`src/rtl/aes_mode_engine.sv`:
```
// Block-cipher mode engine: runs one block at a time through an iterative AES core
// and applies ECB, CBC (enc/dec) or CTR chaining around it.

module aes_mode_engine #(
    parameter int                 BLOCK_W = 128,
    parameter int                 CTR_W   = 32,
    parameter logic [BLOCK_W-1:0] IV      = BLOCK_W'(1)
) (
    input  logic               clk,
    input  logic               rst,
    input  logic               init,
    input  logic [1:0]         cfg_mode,
    input  logic               cfg_enc_dec,
    input  logic [BLOCK_W-1:0] cfg_iv,
    input  logic               in_valid,
    output logic               in_ready,
    input  logic [BLOCK_W-1:0] in_data,
    output logic               out_valid,
    input  logic               out_ready,
    output logic [BLOCK_W-1:0] out_data,
    output logic               core_start,
    output logic               core_enc_dec,
    output logic [BLOCK_W-1:0] core_block_in,
    input  logic [BLOCK_W-1:0] core_block_out,
    input  logic               core_valid,
    output logic               busy,
    output logic               err
);

    typedef enum logic [1:0] {
        IDLE  = 2'd0,
        START = 2'd1,
        WAIT  = 2'd2,
        OUT   = 2'd3
    } state_t;

    localparam logic [1:0] MODE_ECB = 2'b00;
    localparam logic [1:0] MODE_CBC = 2'b01;
    localparam logic [1:0] MODE_CTR = 2'b10;
    localparam logic [1:0] MODE_RSV = 2'b11;

    state_t             state;
    state_t             state_next;
    logic [1:0]         mode;
    logic               enc_dec;
    logic [BLOCK_W-1:0] chain;
    logic [BLOCK_W-1:0] data_q;
    logic               accept;
    logic               finish;
    logic [BLOCK_W-1:0] core_in_next;
    logic [BLOCK_W-1:0] result_next;
    logic [BLOCK_W-1:0] chain_next;

    // Only the low CTR_W bits count; the upper part of the counter block is a fixed nonce.
    function automatic logic [BLOCK_W-1:0] ctr_inc(input logic [BLOCK_W-1:0] blk);
        logic [BLOCK_W-1:0] r;
        r              = blk;
        r[CTR_W-1:0]   = blk[CTR_W-1:0] + CTR_W'(1);
        return r;
    endfunction

    always_ff @(posedge clk) begin
        if (!rst) begin
            state <= IDLE;
        end else begin
            state <= state_next;
        end
    end

    always_comb begin
        state_next = state;
        in_ready   = 1'b0;
        core_start = 1'b0;
        out_valid  = 1'b0;
        busy       = 1'b1;
        case (state)
            IDLE: begin
                busy     = 1'b0;
                in_ready = !init;
                if (in_valid && !init) begin
                    state_next = START;
                end
            end
            START: begin
                core_start = 1'b1;
                state_next = WAIT;
            end
            WAIT: begin
                if (core_valid) begin
                    state_next = OUT;
                end
            end
            OUT: begin
                out_valid = 1'b1;
                if (out_ready) begin
                    state_next = IDLE;
                end
            end
            default: state_next = IDLE;
        endcase
    end

    assign accept       = in_valid && in_ready;
    assign finish       = (state == WAIT) && core_valid;
    assign core_enc_dec = (mode == MODE_CTR) ? 1'b1 : enc_dec;

    // core_in_next is registered on the accept edge, so it reads in_data where
    // the chaining equations name data_q (both hold the same block then).
    always_comb begin
        core_in_next = in_data;
        result_next  = core_block_out;
        chain_next   = chain;
        case (mode)
            MODE_CBC: begin
                if (enc_dec) begin
                    core_in_next = in_data ^ chain;
                    chain_next   = core_block_out;
                end else begin
                    result_next  = core_block_out ^ chain;
                    chain_next   = data_q;
                end
            end
            MODE_CTR: begin
                core_in_next = chain;
                result_next  = core_block_out ^ data_q;
                chain_next   = ctr_inc(chain);
            end
            default: ;
        endcase
    end

    always_ff @(posedge clk) begin
        if (!rst) begin
            mode          <= MODE_ECB;
            enc_dec       <= 1'b1;
            chain         <= IV;
            data_q        <= '0;
            core_block_in <= '0;
            out_data      <= '0;
            err           <= 1'b0;
        end else begin
            if (init) begin
                if (state != IDLE || cfg_mode == MODE_RSV) begin
                    err <= 1'b1;
                end else begin
                    mode    <= cfg_mode;
                    enc_dec <= cfg_enc_dec;
                    chain   <= cfg_iv;
                    err     <= 1'b0;
                end
            end
            if (accept) begin
                data_q        <= in_data;
                core_block_in <= core_in_next;
            end
            // A core_valid seen outside WAIT is a stale result and is dropped.
            if (finish) begin
                out_data <= result_next;
                chain    <= chain_next;
            end
        end
    end

endmodule

```
`config.mk`:
```
export PLATFORM = sky130hd
export DESIGN_NAME = aes_mode_engine
export DESIGN_NICKNAME = d
export VERILOG_FILES = /design/src/rtl/aes_mode_engine.sv
export SDC_FILE = /design/constraint.sdc
export NUM_CORES = 1
export LEC_CHECK = 0
export ABC_CLOCK_PERIOD_IN_PS = 5700
export BUFFER_PORTS_ARGS = -buffer_cell sky130_fd_sc_hd__buf_4
export CORE_AREA = 2 2 257 259
export DETAILED_ROUTE_END_ITERATION = 10
export DIE_AREA = 0 0 259 261
export PLACE_DENSITY = 0.67
export SKIP_CTS_REPAIR_TIMING = 1
export SLEW_MARGIN = 40
export SYNTH_ARGS = -nofsm -noshare
export SYNTH_HDL_FRONTEND = slang
export SYNTH_SLANG_ARGS = --single-unit
export TNS_END_PERCENT = 100
```
`constraint.sdc`:
```
create_clock -name clk -period 5.7 [get_ports clk]
set_clock_uncertainty 0.05 [all_clocks]
set_input_delay 0.855 -clock clk [delete_from_list [all_inputs] [get_ports clk]]
set_output_delay 0.855 -clock clk [all_outputs]
set_load 0.01 [all_outputs]
```
After elaboration in Yosys (flattened, before gate mapping)
Cells that the tools add are included.
Storage, ports and cells
  register bits after elaboration: 518
  bits in latches: 0
  bits in writable memories: 0
  memory bits (read-only): 0
  bits of input ports: 393
  output and inout bits: 262
  word-level logic and storage cells: 58
  memories: 0
Cells by class
  $add $sub $neg: 1
  multipliers: 0
  div/mod/pow operators: 0
  $lt $le $gt $ge: 0
  equal/unequal tests: 13
  shift operators: 0
  mux-type cells: 19
  bitwise gates (word level): 4
  reduce and logical (&&, ||, !) cells: 12
Operators by type and width (count)
  128-bit 2-to-1 mux: 6
  128-bit one-hot mux with 2 select lines: 3
  128-bit XOR: 3
  32-bit by 1-bit adder with 32-bit output, second input constant: 1
  2-bit inequality test, second input constant: 5
  2-bit equality test, second input constant: 4
  2-bit one-hot mux with 4 select lines: 1
  1-bit 2-to-1 mux: 6
  2-bit 2-to-1 mux: 3
  3-bit AND reduction: 2
  2-bit by 1-bit equality test with 1-bit output, second input constant: 2
  4-bit AND reduction: 1
  2-bit nonzero test: 2
  1-bit logical AND: 3
  3-bit by 1-bit inequality test with 1-bit output, second input constant: 1
  2-bit zero test: 1
  2-bit by 1-bit inequality test with 1-bit output, second input constant: 1
  2-bit AND reduction: 1
  1-bit zero test: 1
  1-bit logical OR: 1
  1-bit NOT: 1

Depth between registers and ports, before layout
Gate-level depths: netlist of run 1.
  depth after elaboration: 5
  mapped depth: 10
  mapped depth without buffers: 7

Worst setup path after synthesis of run 1
OpenSTA, ideal clock, no wires.
  kind: reg2out
  start point: register mode[0]
  end point: output port core_enc_dec
  arrival time: 1.599 ns
  slack: 3.196 ns
  stages on the path, launching flop included: 8
  path buffers: 3
  path through: dfxtp_1 > inv_1 > ha_1 > clkinv_1 > clkbuf_1 > clkbuf_1 > clkbuf_1 > nand2_1
Between the ends
  longest elaborated chain between the ends: 2
RTL lines
  from (decl): line 44  | logic [1:0] mode;
  from (signal assigned): line 146  | mode <= cfg_mode;
  2-bit equality test: line 105  | assign core_enc_dec = (mode == MODE_CTR) ? 1'b1 : enc_dec;
  1-bit 2-to-1 mux: line 105
  to (decl): line 22  | output logic core_enc_dec,
No other way between the ends.

Worst setup path after layout of run 1
Ends and elaborated chain as after synthesis.

==> results of run 1 <==
[metal layers]
layer	wire (microns)	track usage, %	share of wire [%]	vias up
li1	-	-	-	14400
met1	48800	45.2	41	14800
met2	53400	51.0	45	1767
met3	11600	6.41	9.8	250
met4	4340	12.6	3.7	10
met5	69	0	0.058	-
[metrics by stage]
step           std cells  hold WS [ns]
2_1_floorplan       3666         0.400
3_3_place_gp        4786         0.410
3_5_place_dp        4789         0.415
4_1_cts             4895         0.396
5_1_grt             4911         0.429
6_report            4912         0.424
[state kept, by name, summed over array words and instances, names as in the netlist]
| register | cells |
|---|---|
| enc_dec | 1 |
| out_data | 128 |
| core_block_in | 128 |
| data_q | 128 |
| state | 2 |
| chain | 128 |
| mode | 2 |
| err | 1 |
[power breakdown]
part | internal, mW | total (mW) | leakage, nW | switching (mW)
sequential | 4.31 | 5.10 | 4.24 | 0.781
combinational | 1.89 | 4.87 | 10.1 | 2.99
clock | 2.22 | 3.83 | 0.929 | 1.61
total | 8.42 | 13.8 | 15.3 | 5.38
[worst max-delay path, delay by kind of cell, from the launching register on]
family        cells  cell delay, ns
buf+inv           4            0.87
fa+ha+maj         1            0.67
flops             1            0.32
simple gates      1            0.21
[layout make-up]
type	instances	share of cell area [%]
Tap cell	864	3.05
Clock buffer	95	4.94
Sequential cell	518	29.2
Antenna cell	14	0.0988
Clock inverter	11	0.392
Inverter	32	0.416
Multi-Input combinational cell	2688	46.4
Timing Repair Buffer	690	15.5
[cell usage in the layout (no fill, tap or decap), types with 5 or more instances in the layout]
cell / synthesis / final
nor2_1: 223 / 222
o211ai_1: 5 / 5
ha_1: 7 / 6
clkbuf_16: 0 / 59
xnor2_1: 7 / 7
o22ai_1: 5 / 5
mux2i_1: 113 / 113
a31oi_1: 136 / 135
a221o_1: 5 / 5
o221ai_1: 65 / 65
a211oi_1: 107 / 107
and3_1: 6 / 6
clkbuf_8: 7 / 15
nand3b_1: 128 / 128
o311ai_0: 127 / 127
buf_12: 0 / 18
diode_2: 0 / 14
o211a_1: 134 / 134
a22oi_1: 132 / 132
o21bai_1: 48 / 48
nor4_1: 9 / 9
dfxtp_1: 518 / 517
xor2_1: 10 / 10
nand4_1: 10 / 10
o21ai_0: 486 / 486
nand2_1: 376 / 371
nand3_1: 9 / 9
clkbuf_1: 321 / 22
inv_1: 29 / 28
a21o_1: 16 / 16
a21oi_1: 460 / 459
o31ai_1: 5 / 5
nor3_1: 9 / 9
buf_4: 2 / 664
clkinv_2: 0 / 5
[worst max path at each step]
stage	endpoint	slack (ns)
2_1_floorplan	core_enc_dec	3.20
3_3_place_gp	chain[58]$_SDFFE_PN0P_	2.42
3_5_place_dp	out_data[71]$_SDFFE_PN0P_	2.40
4_1_cts	core_enc_dec	1.94
5_1_grt	core_enc_dec	1.81
6_report	core_enc_dec	1.80
[logic make-up after synthesis]
group / after synthesis / share of synthesized area [%]
AO/OA/AOI/OAI: 1754 / 39.3
AND/OR/NAND/NOR: 795 / 12.9
flip-flops: 518 / 36.2
buffers and inverters: 460 / 6.78
multiplexers: 115 / 4.03
XOR/XNOR: 17 / 0.520
adder cells (fa/ha/maj): 7 / 0.306
==> impl_metrics.ini, run 1 <==
[status]
outcome = completed

[sta]
worst_slack_ns = 1.80
finalSetupViolCount = 0
hold_viol = 0
tns_ns = 0
worstMarginPinSlew_ns = 1.03
relSlewSlack_pct = 31.6
slew_viol_final = 0
post-route-period-util_pct = 68.4
rsz0062_at_grt = false
fmax_ghz = 0.257
fin_crit_ns = 3.90

[clock_tree]
cts_tree = yes
clock_latency_ns = 0.63
path_clk_slew_ns = 0.06
cts_buffers = 59
cts_root_buf = clkbuf_16
h-tree-depth = 2
clock-sinks = 518
clock_path_buffers = 3

[critical_path]
reg2reg_from = mode[0]$_SDFFE_PN0P_
endpoint_kind = output pin
crit_type = register to output pin
cp_slowest_cell = ha_4
r2r_setup_slack_ns = 2.48
startpoint_type = register
worstReg2RegEnd = out_data[20]$_SDFFE_PN0P_
worstSetupStartpoint = mode[0]$_SDFFE_PN0P_
worstPathRequired_ns = 4.80
critPathMaxStageDelay_ns = 0.67
arrival_ns = 2.99
crit_chain = inv_1, ha_4, inv_8, buf_12, nand2_1, buf_4
cp_max_fo = 124
reg2regPathDepth = 9

[route]
via_per_inst = 6.37
ant_nets = 0
wl_mm = 118
drc_errors = 0
firstDrtPassIters = 8
drtIter0Drc = 3735
drt-wirelength-per-cell_microns = 24.1
num_vias = 31300

[finish]
layout-drive-gt1-share_pct = 20.0
final-seq-area_sq_um = 10400
fillers = 6164
fin_nets = 4389
final_core_util_pct = 54.5
multiInputGateArea_sq_um = 16400
synthToLayoutAreaGrowth_pct = 23.9
final_area_sq_um = 35500

[power]
finalPower_mw = 13.8
p_per_area_nw_per_um2 = 389
ir_drop_uv = 360
leakagePower_nw = 15.3

[placed_design]
place.gp.congestion = 0.888
dpl_cell_area_sq_um = 33400
numPortBuffers = 654
dp_hpwl_mm = 72.4
place_ws_ns = 2.40

[synthesis]
synth-edff-count = 0
synthCells = 3666
ys_ff_latch = 518
synth-main-ff-cell = dfxtp_1
yosysSeqAreaShare_pct = 36.2
synth_async_sr_flop_share_pct = 0
yosys_warnings = 0
syn_area_sq_um = 28600
yosys.area.top_type = dfxtp_1
synth_area_leaders = dfxtp_1, o21ai_0, a21oi_1, nand2_1, o211a_1
yosysMostFrequentCell = dfxtp_1
synth_commonest_cells = dfxtp_1, o21ai_0, a21oi_1, nand2_1, clkbuf_1
synth_cell_type_count = 64
syn_nets = 4066
avgSynthCellArea_sq_um = 7.81
synth_top_area_share_pct = 36.2

[floorplan]
die_h_microns = 261
ios = 655
dieArea_sq_um = 67600
die_w_microns = 259
initial_core_util_pct = 44.0
num_rows = 94
coreArea_sq_um = 65000

[global_route]
grt_max_degree = 232
grt_pass1_wl_mm = 176
grt_use_total_pct = 32.9
antenna_found_initial = 19
grt_overflow_total = 0
grt_pass1_vias = 28100

[hold_path]
hold_depth = 3
hp-class = input pin to register
hold_end = enc_dec$_SDFFE_PN1P_
min_from = cfg_enc_dec

[job]
drv_cap = 0
Note: power is estimated with default switching activity, not from simulation.
==> run 2, diff against run 1 <==
--- a/config.mk
+++ b/config.mk
@@ -5,12 +5,12 @@
 export SDC_FILE = /design/constraint.sdc
 export NUM_CORES = 1
 export LEC_CHECK = 0
-export ABC_CLOCK_PERIOD_IN_PS = 5700
+export ABC_CLOCK_PERIOD_IN_PS = 3500
 export BUFFER_PORTS_ARGS = -buffer_cell sky130_fd_sc_hd__buf_4
 export CORE_AREA = 2 2 257 259
 export DETAILED_ROUTE_END_ITERATION = 10
 export DIE_AREA = 0 0 259 261
-export PLACE_DENSITY = 0.67
+export PLACE_DENSITY = 0.7
 export SKIP_CTS_REPAIR_TIMING = 1
 export SLEW_MARGIN = 40
 export SYNTH_ARGS = -nofsm -noshare
==> constraint.sdc (replaced) <==
create_clock -name clk -period 3.5 [get_ports clk]
set_clock_uncertainty 0.05 [all_clocks]
set_input_delay 0.525 -clock clk [delete_from_list [all_inputs] [get_ports clk]]
set_output_delay 0.525 -clock clk [all_outputs]
set_load 0.01 [all_outputs]
==> run 2 against run 1 <==
Core utilization grew 0.59 points. Critical path type is now register to register. Setup slack worse by 0.95 ns. Worst hold slack got worse by 0.31 ns. Final cell count is 0.81% higher. Total power rose by 65%. Critical endpoint is now out_data[34]$_SDFFE_PN0P_.
==> impl_metrics.ini, run 2 (synthesis gave the netlist of run 1 again) <==
[critical_path]
arrival_ns = 3.15
r2r_setup_slack_ns = 0.85
endpoint_kind = register
endpoint = out_data[34]$_SDFFE_PN0P_
worstPathRequired_ns = 4.00
cp_max_fo = 33
reg2regPathDepth = 8
startpoint_type = register
crit_type = register to register
worstReg2RegEnd = out_data[34]$_SDFFE_PN0P_
worstSetupStartpoint = mode[1]$_SDFFE_PN0P_
reg2reg_from = mode[1]$_SDFFE_PN0P_

[route]
num_vias = 31600
drc_errors = 0
drt-wirelength-per-cell_microns = 23.8
wl_mm = 118
via_per_inst = 6.37
drtIter0Drc = 3982
ant_nets = 0
firstDrtPassIters = 7

[sta]
rsz0062_at_grt = false
hold_viol = 0
post-route-period-util_pct = 75.8
slew_viol_final = 0
relSlewSlack_pct = 42.2
worstMarginPinSlew_ns = 0.867
fin_crit_ns = 2.65
fmax_ghz = 0.377
tns_ns = 0
finalSetupViolCount = 0

[finish]
final_common_cell = buf_4
fillers = 6124
final_cell_mix = buf_4, dfxtp_1, o21ai_0
fin_cells = 4952
layout-drive-gt1-share_pct = 21.1
final_area_sq_um = 35900
fin_nets = 4428
synthToLayoutAreaGrowth_pct = 25.2
final_core_util_pct = 55.1

[floorplan]
die_h_microns = 261
initial_core_util_pct = 44.0
num_rows = 94
dieArea_sq_um = 67600
coreArea_sq_um = 65000
die_w_microns = 259
ios = 655

[global_route]
grt_pass1_wl_mm = 176
grt_overflow_total = 0
grt_max_degree = 167
grt_pass1_vias = 28400
grt_use_total_pct = 32.9
antenna_found_initial = 15

[clock_tree]
cts_tree = yes
clock_path_buffers = 3
h-tree-depth = 2
cts_buffers = 58
cts_root_buf = clkbuf_16
path_clk_slew_ns = 0.06
clock-sinks = 518
clock_latency_ns = 0.62

[power]
p_clk_share_pct = 28.0
ir_drop_uv = 590
leakagePower_nw = 15.5
p_per_area_nw_per_um2 = 634
p_comb_share_pct = 35.4
p_int_mw = 13.9
seqPwrFrac_pct = 36.6
power.switching_mw = 8.79
switching_share_pct = 38.7

[placed_design]
place_inst = 4832
dp_hpwl_mm = 76.0
numPortBuffers = 654
place.gp.congestion = 0.910
dpl_cell_area_sq_um = 33900

[hold_path]
hp-class = input pin to register

[job]
drv_cap = 0

[status]
outcome = completed
[run 2: layout make-up]
cell class              count  area (sq um)  area share [%]
clock buffers              86          1750            4.87
diodes                     14          35.0          0.0977
well taps                 864          1080            3.01
flip-flops and latches    518         10400            28.9
clock inverters            20           219           0.611
multi-input cells        2688         16400            45.8
inverters                  32           143           0.398
repair buffers            730          5850            16.3
[run 2: through the flow]
stage	total power, mW	worst slack [ns]	hold slack (ns)
2_1_floorplan	13.0	1.33	0.400
3_3_place_gp	16.1	0.909	0.412
3_5_place_dp	16.3	0.894	0.417
4_1_cts	22.6	0.853	0.0873
5_1_grt	23.8	0.654	0.103
6_report	22.7	0.848	0.111
[run 2: worst max-delay path, stage by stage (launching register included)]
cell	delay, ns
dfxtp_1	0.34
inv_1	0.06
ha_1	0.51
inv_8	0.07
nor2_4	0.53
buf_12	0.30
a22oi_1	0.10
o311ai_0	0.37
o211a_1	0.20
[run 2: how the worst min path moves through the flow]
stage | from | end | slack (ns) | depth (start not counted)
2_1_floorplan | data_q[0]$_SDFFE_PN0P_ | data_q[0]$_SDFFE_PN0P_ | 0.40 | 2
3_3_place_gp | data_q[0]$_SDFFE_PN0P_ | data_q[0]$_SDFFE_PN0P_ | 0.41 | 2
3_5_place_dp | data_q[31]$_SDFFE_PN0P_ | data_q[31]$_SDFFE_PN0P_ | 0.42 | 2
4_1_cts | in_data[104] | data_q[104]$_SDFFE_PN0P_ | 0.09 | 3
5_1_grt | in_data[104] | data_q[104]$_SDFFE_PN0P_ | 0.10 | 3
6_report | in_data[104] | data_q[104]$_SDFFE_PN0P_ | 0.11 | 3
[run 2: power groups by stage]
stage / Clock (mW) / Combinational (mW) / Sequential [mW]
6_report: 6.38 / 8.04 / 8.32
5_1_grt: 6.68 / 8.69 / 8.45
4_1_cts: 6.41 / 7.94 / 8.27
3_5_place_dp: 0 / 7.90 / 8.38
3_3_place_gp: 0 / 7.79 / 8.36
2_1_floorplan: 0 / 4.94 / 8.08
[run 2: per-layer routing]
| metal | global-route usage, % | part of all wire [%] | vias up |
|---|---|---|---|
| li1 | - | - | 14500 |
| met1 | 44.9 | 41 | 14900 |
| met2 | 50.1 | 45 | 1833 |
| met3 | 6.25 | 9.7 | 302 |
| met4 | 15.5 | 4.7 | 8 |
| met5 | 0 | 0.042 | - |
